`src/rtl/asmd_pkg.sv`:
```
// Shared types and constants for the ASMD Start/F requester.
// Nominal result constants describe one run of the counter pair.
package asmd_pkg;

  localparam int A_W         = 4;
  localparam int A_FINAL     = 13;
  localparam int LAT_NOMINAL = 15;

  typedef enum logic [2:0] {
    IDLE,
    LAUNCH,
    WAIT_CLEAR,
    WAIT_F,
    GAP,
    DONE
  } state_t;

endpackage

```
`src/rtl/asmd_watchdog.sv`:
```
// Per-run latency/timeout counter for the requester.
// count includes the current wait cycle while enabled.
module asmd_watchdog
  import asmd_pkg::*;
#(
  parameter int TIMEOUT_CYCLES = 32,
  parameter int LAT_W          = 6
) (
  input  logic             clock,
  input  logic             reset_b,
  input  logic             clear,
  input  logic             enable,
  output logic [LAT_W-1:0] count,
  output logic             expired
);

  logic [LAT_W-1:0] elapsed;

  assign count   = elapsed + LAT_W'(enable);
  assign expired = (count == LAT_W'(TIMEOUT_CYCLES));

  // Cycles already spent waiting; frozen once the limit is hit.
  always_ff @(posedge clock or negedge reset_b) begin
    if (!reset_b) begin
      elapsed <= '0;
    end else if (clear) begin
      elapsed <= '0;
    end else if (enable && !expired) begin
      elapsed <= count;
    end
  end

endmodule

```
`src/rtl/asmd_requester.sv`:
```
// Initiator for the ASMD Start/F handshake: runs n back-to-back
// start/F transactions, captures A/E and latency, guards each run.
module asmd_requester
  import asmd_pkg::*;
#(
  parameter int TIMEOUT_CYCLES = 32,
  parameter int RUN_CNT_W      = 8,
  parameter int LAT_W          = 6
) (
  input  logic                 clock,
  input  logic                 reset_b,
  input  logic                 go,
  input  logic [RUN_CNT_W-1:0] num_runs,
  output logic                 start,
  input  logic [A_W-1:0]       A_in,
  input  logic                 E_in,
  input  logic                 F_in,
  output logic                 busy,
  output logic                 done,
  output logic                 timeout_err,
  output logic [RUN_CNT_W-1:0] run_count,
  output logic [A_W-1:0]       last_A,
  output logic                 last_E,
  output logic [LAT_W-1:0]     last_lat
);

  state_t               state;
  logic [RUN_CNT_W-1:0] runs_req;
  logic [RUN_CNT_W-1:0] run_inc;
  logic                 wd_clear;
  logic                 wd_en;
  logic [LAT_W-1:0]     wd_count;
  logic                 wd_expired;

  assign run_inc  = run_count + {{(RUN_CNT_W-1){1'b0}}, 1'b1};
  assign wd_clear = (state == LAUNCH);
  assign wd_en    = (state == WAIT_CLEAR) || (state == WAIT_F);

  asmd_watchdog #(
    .TIMEOUT_CYCLES(TIMEOUT_CYCLES),
    .LAT_W         (LAT_W)
  ) u_wd (
    .clock  (clock),
    .reset_b(reset_b),
    .clear  (wd_clear),
    .enable (wd_en),
    .count  (wd_count),
    .expired(wd_expired)
  );

  // Sequencer FSM with registered handshake, status and capture outputs.
  always_ff @(posedge clock or negedge reset_b) begin
    if (!reset_b) begin
      state       <= IDLE;
      runs_req    <= '0;
      start       <= 1'b0;
      busy        <= 1'b0;
      done        <= 1'b0;
      timeout_err <= 1'b0;
      run_count   <= '0;
      last_A      <= '0;
      last_E      <= 1'b0;
      last_lat    <= '0;
    end else begin
      start <= 1'b0;
      done  <= 1'b0;
      unique case (state)
        IDLE: begin
          if (go) begin
            runs_req    <= num_runs;
            run_count   <= '0;
            timeout_err <= 1'b0;
            busy        <= 1'b1;
            if (num_runs == '0) begin
              state <= DONE;
              done  <= 1'b1;
            end else begin
              state <= LAUNCH;
              start <= 1'b1;
            end
          end
        end
        LAUNCH: begin
          state <= WAIT_CLEAR;
        end
        WAIT_CLEAR: begin
          if (wd_expired) begin
            timeout_err <= 1'b1;
            done        <= 1'b1;
            state       <= DONE;
          end else if (!F_in) begin
            state <= WAIT_F;
          end
        end
        WAIT_F: begin
          if (F_in) begin
            last_A   <= A_in;
            last_E   <= E_in;
            last_lat <= wd_count;
            if (!(&run_count)) begin
              run_count <= run_inc;
            end
            if (run_inc == runs_req) begin
              state <= DONE;
              done  <= 1'b1;
            end else begin
              state <= GAP;
            end
          end else if (wd_expired) begin
            timeout_err <= 1'b1;
            done        <= 1'b1;
            state       <= DONE;
          end
        end
        GAP: begin
          state <= LAUNCH;
          start <= 1'b1;
        end
        DONE: begin
          state <= IDLE;
          busy  <= 1'b0;
        end
        default: begin
          state <= IDLE;
          busy  <= 1'b0;
        end
      endcase
    end
  end

endmodule
```
`config.mk`:
```
export PLATFORM = sky130hd
export DESIGN_NAME = asmd_requester
export DESIGN_NICKNAME = d
export VERILOG_FILES = /design/src/rtl/asmd_pkg.sv /design/src/rtl/asmd_watchdog.sv /design/src/rtl/asmd_requester.sv
export SDC_FILE = /design/constraint.sdc
export NUM_CORES = 1
export LEC_CHECK = 0
export ABC_AREA = 1
export ABC_CLOCK_PERIOD_IN_PS = 2200
export CAP_MARGIN = 25
export CORE_MARGIN = 4
export CORE_UTILIZATION = 40
export DETAILED_ROUTE_END_ITERATION = 7
export PLACE_DENSITY = 0.67
export SLEW_MARGIN = 25
export SYNTH_ARGS = -nofsm -noshare
export SYNTH_HDL_FRONTEND = slang
export SYNTH_SLANG_ARGS = --single-unit
export TNS_END_PERCENT = 30
```
`constraint.sdc`:
```
create_clock -name clock -period 2.2 [get_ports clock]
set_input_delay 0.55 -clock clock [delete_from_list [all_inputs] [get_ports clock]]
set_output_delay 0.55 -clock clock [all_outputs]
set_load 0.02 [all_outputs]
```
After elaboration in Yosys (flattened, before gate mapping)
Cells that the tools add are included.
{ "classes": {"n_bitwise": 1, "reduce_logical": 16, "n_eq_ne": 12, "n_addsub": 2, "mux": 29} }
{ "op_table": {"columns": ["cell", "n"], "rows": [
  ["two-way mux 8 bit", 3],
  ["two-way mux 3 bit", 6],
  ["case mux 8 bit (2 select lines)", 1],
  ["case mux 3 bit (5 select lines)", 1],
  ["two-way mux 1 bit", 12],
  ["two-way mux 6 bit", 2],
  ["adder 8 x 1 -> 8 bit (second input constant)", 1],
  ["== test 8 bit", 1],
  ["logical NOT 8 bit", 1],
  ["!= test 2 bit (second input constant)", 4],
  ["AND reduction 8 bit", 1],
  ["adder 6 x 1 -> 6 bit", 1],
  ["== test 3 x 2 -> 1 bit (second input constant)", 2],
  ["== test 6 bit (second input constant)", 1],
  ["!= test 3 x 2 -> 1 bit (second input constant)", 2],
  ["case mux 1 bit (3 select lines)", 2],
  ["AND reduction 2 bit", 3],
  ["AND reduction 3 bit", 2],
  ["case mux 1 bit (2 select lines)", 2],
  ["AND reduction 4 bit", 1],
  ["nonzero test 2 bit", 2],
  ["OR reduction 4 bit", 1],
  ["== test 3 x 1 -> 1 bit (second input constant)", 1],
  ["== test 3 bit (second input constant)", 1],
  ["other kinds (6)", 6]
]} }
{ "totals": {"output_inout_bits": 23, "elab_cells": 71, "ff_bits": 40, "input_bits": 17} }

Longest topological paths before layout
Gate-level depths: netlist of the first run.
{ "depth": {"depth_word": 8, "mapped_depth": 14} }

By module
Synthesis of the first run repeated with hierarchy kept, for this count alone.
{ "unflattened": {"cells_unflattened": 282, "area_unflattened_um2": 2130.8} }
{ "by_module_without_submodules": {"columns": ["mod", "cells_each", "area_per_inst_um2", "n_inst"], "rows": [
  ["asmd_requester", 227, 1709.1, 1],
  ["asmd_watchdog", 55, 421.7, 1]
]} }

Least setup slack after synthesis of the first run
No wires, ideal clock.
{ "synth_path": {"path_type": "reg2reg", "from": "register state[1]", "to": "register u_wd.elapsed[1]", "stages_incl_launch_ff": 13, "required_time_ps": 2117, "arrival_time_ps": 1779, "setup_ps": 83, "setup_slack_ps": 339, "synth_period_minus_slack_ps": 1861, "path_cell_list": "dfrtp_1 -> inv_2 -> nor2_4 -> ha_1 -> ha_1 -> xnor2_1 -> nand3_1 -> nor2_1 -> nand3_2 -> nand2_2 -> buf_6 -> nand3_1 -> o21ai_0"} }
{ "synth_between": {"elab_chain_cells": 7, "word_cells_on_any_way": 11, "cone_classes": "1 x add/sub; 4 x eq/ne; 2 x mux; 4 x reduce/logical"} }
{ "synth_lines": {"columns": ["element", "line", "source"], "rows": [
  ["start: declaration", "asmd_requester.sv:27", "state_t state;"],
  ["start signal: assignment", "asmd_requester.sv:54", "state <= IDLE;"],
  ["start signal: assignment", "asmd_requester.sv:75", "state <= DONE;"],
  ["start signal: assignment", "asmd_requester.sv:78", "state <= LAUNCH;"],
  ["== test 3 x 2 -> 1 bit", "asmd_requester.sv:37", "assign wd_en = (state == WAIT_CLEAR) || (state == WAIT_F);"],
  ["logical OR 1 bit", "asmd_requester.sv:37", null],
  ["adder 6 x 1 -> 6 bit", "asmd_watchdog.sv:19", "assign count = elapsed + LAT_W'(enable);"],
  ["== test 6 bit", "asmd_watchdog.sv:20", "assign expired = (count == LAT_W'(TIMEOUT_CYCLES));"],
  ["logical NOT 1 bit", "asmd_watchdog.sv:28", "end else if (enable && !expired) begin"],
  ["logical AND 1 bit", "asmd_watchdog.sv:28", null],
  ["nonzero test 2 bit (no line)", null, null],
  ["end signal: assignment", "asmd_watchdog.sv:29", "elapsed <= count;"],
  ["end: declaration", "asmd_watchdog.sv:17", "logic [LAT_W-1:0] elapsed;"]
]} }
Parallel ways exist; a longest one is shown, timed or not. The select of a mux whose other input is x is not followed.
A chain may end at the register's enable or synchronous reset.

Worst setup path in the final report of the first run
{ "layout_path": {"from": "register run_count[0]", "to": "output port run_count[0]"} }
{ "layout_rtl": {"columns": ["element", "line", "source"], "rows": [
  ["start: declaration", "asmd_requester.sv:21", "output logic [RUN_CNT_W-1:0] run_count,"],
  ["start signal: assignment", "asmd_requester.sv:101", "run_count <= run_inc;"]
]} }
No word-level cell between the ends.

==> impl_metrics.tcl, run 1 <==
set metrics [dict create \
    viasPerCell 4.82 \
    grt_setup_unrepaired "false" \
    clockRootBuffer "clkbuf_8" \
    met3_usage_pct 3.72 \
    htree_levels 2 \
    io_pins 40 \
    dieArea_um2 6400 \
    fin_nets 329 \
    clk_pin_slew_ns 0.08 \
    cts.sinks 40 \
    hold_violations 0 \
    outcome "completed" \
    clk_latency_ns 0.29 \
    ir_drop_uv 621 \
    insertedDiodeCount 0 \
    areaGrowthSynthToFinish_pct 28.0 \
    fp.dieW_um 80.0 \
    fp.dieH_um 80.0 \
    cp_slowest_cell "clkdlybuf4s50_1" \
    syn_nets 282 \
    cp_max_fo 8 \
    r2r_start "state[1]" \
    num_vias 1812 \
    use_met2_pct 25.7 \
    hold_class "input pin to async pin" \
    drive_above_1_share_pct 12.9 \
    finClkSkew_ns 0.00370 \
    critPathKind "register to output port" \
    fin_tns_setup_ns 0 \
    cp.arrival_ns 1.47 \
    routabilityCongestion 0.822 \
    hpwl_mm 3.38 \
    grt_pass1_vias 1720 \
    fillers 486 \
    critPathBufInv 1 \
    tightest_slew_ns 0.504 \
    setup_violations 0 \
    fp-row-count 25 \
    crit_start "run_count[0]" \
    critPathMaxStageDelay_ns 0.66 \
    p_leak_uw 0.00120 \
    fmax_ghz 0.496 \
    max_slew_margin_pct 66.4 \
    grt_usage_pct 16.1 \
    grt_busiest_layer "met2" \
    mostFrequentLayoutCell "nand2_1" \
    remaining_drc_errors 0 \
    min_period_over_period_pct 91.7 \
    yosysWarnings 0 \
    synthesis.area_um2 2070 \
    gr-total-overflow 0 \
    startpoint_type "register" \
    antenna_found_initial 0 \
    cts_tree "built" \
    drv_slew 0 \
    wirelength_mm 4.55 \
    cp.required_ns 1.65 \
    ys_seq_elements 40 \
    dr.pass1.iters 4 \
    power_density_nw_per_um2 1120 \
    syn_inst 262 \
    ant_nets 0 \
    io_buffers 39 \
    fin_crit_ns 2.02 \
    grt_pass1_wl_mm 8.00 \
    ys_seq_area_share_pct 48.3 \
    wl_per_cell_um 12.1 \
    clockBufferDepth 2 \
    cap_violations 0 \
    cts_buffers 5 \
    initialDrtViolationCount 76 \
    synthDistinctLibCells 27 \
    holdWs_ns 0.314 \
    core_area_um2 4880 \
    critPathTopFamily "buffers and inverters" \
    final_core_util_pct 54.4 \
    final_cell_mix "nand2_1 (84), dfrtp_1 (39), clkdlybuf4s50_1 (38)" \
    syn_avg_cell_area_um2 7.91 \
    grt_max_degree 41 \
    endpoint_kind "output port" \
    met1_usage_pct 21.3 \
    path_cells "clkdlybuf4s50_1" \
    initial_core_util_pct 42.5 \
    power.total_uw 2980 \
]
power by group:
group          leakage, µW  internal (µW)  total, µW  switching, µW
Combinational     0.000638            559       1380            818
Clock            0.0000400            215        467            252
Sequential        0.000524            961       1140            175
per-layer routing:
layer	part of all wire [%]	wire length, µm	vias to the layer above
met5	0	0	-
met4	1.3	60	0
met3	3.7	166	7
met2	48	2170	29
met1	47	2150	834
li1	-	-	942
state kept, by name (all words and copies together), names as in the netlist:
signal	cells
busy	1
runs_req	8
state	3
start	1
timeout_err	1
last_lat	6
u_wd.elapsed	6
last_E	1
done	1
last_A	4
run_count	8
stage by stage:
| step | cells | setup WS [ns] | area [µm²] |
|---|---|---|---|
| final | 376 | 0.183 | 2650 |
| after global placement | 367 | 0.169 | 2540 |
| after global routing | 376 | 0.00334 | 2650 |
| after floorplan | 262 | 0.339 | 2070 |
| after detailed placement | 367 | 0.113 | 2540 |
| after CTS | 374 | 0.0912 | 2620 |
cell usage after synthesis:
| cell | n | area, µm² |
|---|---|---|
| xor2_1 | 2 | 17.5 |
| inv_1 | 26 | 97.6 |
| o21ai_1 | 9 | 45.0 |
| nor2_4 | 2 | 22.5 |
| nand2_2 | 3 | 18.8 |
| o21a_1 | 2 | 15.0 |
| o21ai_0 | 14 | 70.1 |
| inv_2 | 8 | 30.0 |
| nand3_1 | 20 | 100 |
| nand3_2 | 2 | 20.0 |
| nor2_2 | 6 | 37.5 |
| dfrtp_1 | 40 | 1000 |
| o21ai_2 | 1 | 8.76 |
| a21oi_1 | 2 | 10.0 |
| nor3_1 | 2 | 10.0 |
| buf_2 | 3 | 15.0 |
| nand4_1 | 3 | 18.8 |
| nand2_1 | 84 | 315 |
| nor2_1 | 12 | 45.0 |
| xnor2_1 | 2 | 17.5 |
| o22ai_1 | 8 | 50.1 |
| xor2_2 | 1 | 16.3 |
| buf_6 | 1 | 11.3 |
| a31oi_1 | 1 | 6.26 |
| ha_1 | 3 | 37.5 |
| nor4_1 | 2 | 12.5 |
| nand3b_1 | 3 | 22.5 |
timing repair:
action | in CTS | in global routing
gates resized for setup | 0 | 4
buffers inserted | 0 | 2
setup endpoints to repair | 0 | 10
hold buffers | 0 | 0
final cells by class:
type	count	area, µm²	area share [%]
flip-flops and latches	40	1000	37.8
multi-input cells	184	935	35.2
repair buffers	44	423	15.9
inverters	34	128	4.81
well taps	67	83.8	3.16
clock buffers	5	68.8	2.59
clock inverters	2	12.5	0.472
worst paths after layout:
path	to	slack, ns	cells past startpoint
min in group clock	last_A[0]	0.47	2
setup reg to reg	state[1]	0.18	10
max in group asynchronous	state[2]	1.52	2
hold / removal	state[1]	0.31	2
hold reg to reg	last_A[0]	0.47	2
setup / recovery	run_count[0]	0.18	1
kinds of logic after synthesis:
family / Yosys count / share of synthesized area (%)
compound gates: 37 / 9.90
xor+xnor: 5 / 2.48
fa+ha+maj: 3 / 1.81
buf+inv: 38 / 7.43
flops: 40 / 48.3
simple gates: 139 / 30.1
No activity file was read; power rests on OpenSTA's default activity.
==> inputs of run 2 (changes only) <==
--- a/config.mk
+++ b/config.mk
@@ -9,9 +9,10 @@
 export ABC_CLOCK_PERIOD_IN_PS = 2200
 export CAP_MARGIN = 25
 export CORE_MARGIN = 4
-export CORE_UTILIZATION = 40
+export CORE_UTILIZATION = 35
+export CTS_CLUSTER_DIAMETER = 150
 export DETAILED_ROUTE_END_ITERATION = 7
-export PLACE_DENSITY = 0.67
+export PLACE_DENSITY = 0.61
 export SLEW_MARGIN = 25
 export SYNTH_ARGS = -nofsm -noshare
 export SYNTH_HDL_FRONTEND = slang
==> run 2 against run 1 <==
Compared with the run above:
- first-iteration DRC count grew 41%
- count of clock-buffer cells in the layout increased by 1
- final cell count rose by 1.1%
- sequential share of layout area is 0.66 points lower
- sequential power about the same
- sequential cell count stayed put
- final area up 1.7%
- critical endpoint is now state[0]
==> impl_metrics.tcl, run 2 (synthesis gave the netlist of run 1 again) <==
set metrics [dict create \
    outcome "completed" \
    routabilityCongestion 0.826 \
    min_period_over_period_pct 92.8 \
    grt_max_degree 41 \
    wirelength_mm 4.73 \
    fmax_ghz 0.490 \
    drv_slew 0 \
    cts_buffers 5 \
    dr.pass1.iters 4 \
    p_leak_uw 0.00121 \
    cp_max_fo 5 \
    cts.sinks 40 \
    initial_core_util_pct 36.9 \
    power_density_nw_per_um2 1160 \
    clockBufferDepth 2 \
    holdWs_ns 0.306 \
    ant_nets 0 \
    areaGrowthSynthToFinish_pct 30.1 \
    viasPerCell 4.83 \
    final_cell_mix "nand2_1 (84), dfrtp_1 (40), clkdlybuf4s50_1 (38)" \
    initialDrtViolationCount 107 \
    critPathKind "register to register" \
    cts_tree "built" \
    io_pins 40 \
    fin_tns_setup_ns 0 \
    grt_setup_unrepaired "false" \
    max_slew_margin_pct 65.4 \
    dieArea_um2 7210 \
    num_vias 1834 \
    cp.arrival_ns 2.26 \
    hold_class "input pin to async pin" \
    clk_latency_ns 0.28 \
    finClkSkew_ns 0.00446 \
    startpoint_type "register" \
    antenna_found_initial 0 \
    fin_nets 327 \
    fp.dieH_um 84.9 \
    insertedDiodeCount 0 \
    grt_pass1_vias 1762 \
    cap_violations 0 \
    core_area_um2 5610 \
    cts_setup_buffers 0 \
    ir_drop_uv 459 \
    endpoint_kind "register" \
    reg2reg_setup_slack_ns 0.16 \
    setup_slack_ns 0.158 \
    hpwl_mm 3.50 \
    fin_crit_ns 2.04 \
    grt_pass1_wl_mm 8.22 \
    mostFrequentLayoutCell "nand2_1" \
    wl_per_cell_um 12.4 \
    remaining_drc_errors 0 \
    htree_levels 2 \
    drive_above_1_share_pct 12.7 \
    fp-row-count 27 \
    io_buffers 39 \
    pre_cts_ws_ns 0.0605 \
    rr_worst_depth 12 \
    hold_violations 0 \
    gr-total-overflow 0 \
    crit-reg2reg-capture "state[0]" \
    r2r_start "state[2]" \
    cp.required_ns 2.42 \
    setup_violations 0 \
    fp.dieW_um 84.9 \
    clockRootBuffer "clkbuf_8" \
    clk_pin_slew_ns 0.08 \
    tightest_slew_ns 0.520 \
    reg.largest.list "run_count (8), runs_req (8)" \
    grt_usage_pct 13.9 \
]
-- run 2: timing repair --
action                                  CTS  global route
hold buffers                              0             0
endpoints found under the setup margin    0            11
resized for setup                         0             8
-- run 2: worst max path at each step --
stage / from / end / cells after the start
after CTS: state[2] / state[1] / 9
after detailed placement: state[2] / state[1] / 9
after global routing: state[1] / state[0] / 13
after global placement: state[2] / state[1] / 9
after floorplan: state[1] / u_wd.elapsed[1] / 12
final: state[2] / state[0] / 12
-- run 2: layer usage --
metal,wire length (µm),global-route usage [%]
met5,0,0
met4,40,5.47
met3,209,2.62
met2,2300,22.0
met1,2170,18.7
-- run 2: power by group --
part | switching, µW | total [µW] | internal (µW)
logic | 846 | 1400 | 554
registers | 181 | 1140 | 959
clock network | 250 | 587 | 337
total | 1280 | 3130 | 1850
-- run 2: metrics by stage --
step	utilization (%)	cell area [µm²]	total power (µW)	instances
2_1_floorplan	-	2070	2040	262
3_3_place_gp	45.4	2540	2490	372
3_5_place_dp	45.4	2540	2500	372
4_1_cts	47.3	2650	3110	380
5_1_grt	48.1	2700	3400	380
6_report	48.1	2700	3130	380
-- run 2: worst max-delay path, cell delays in order (launching register included) --
cell     delay, ns
dfrtp_1       0.45
nor2_4        0.20
ha_4          0.17
ha_2          0.25
inv_1         0.10
nand3_1       0.10
nor2_2        0.16
nand3_4       0.12
o21ai_2       0.09
nand2_1       0.10
nor2_1        0.11
nand2_1       0.06
nand2_1       0.06
-- run 2: cell type report --
| cell class | count | area (µm²) |
|---|---|---|
| fillers | 550 | 2910 |
| flip-flops and latches | 40 | 1000 |
| multi-input cells | 184 | 962 |
| repair buffers | 42 | 408 |
| inverters | 34 | 128 |
| well taps | 72 | 90.1 |
| clock buffers | 6 | 72.6 |
| clock inverters | 2 | 35.0 |
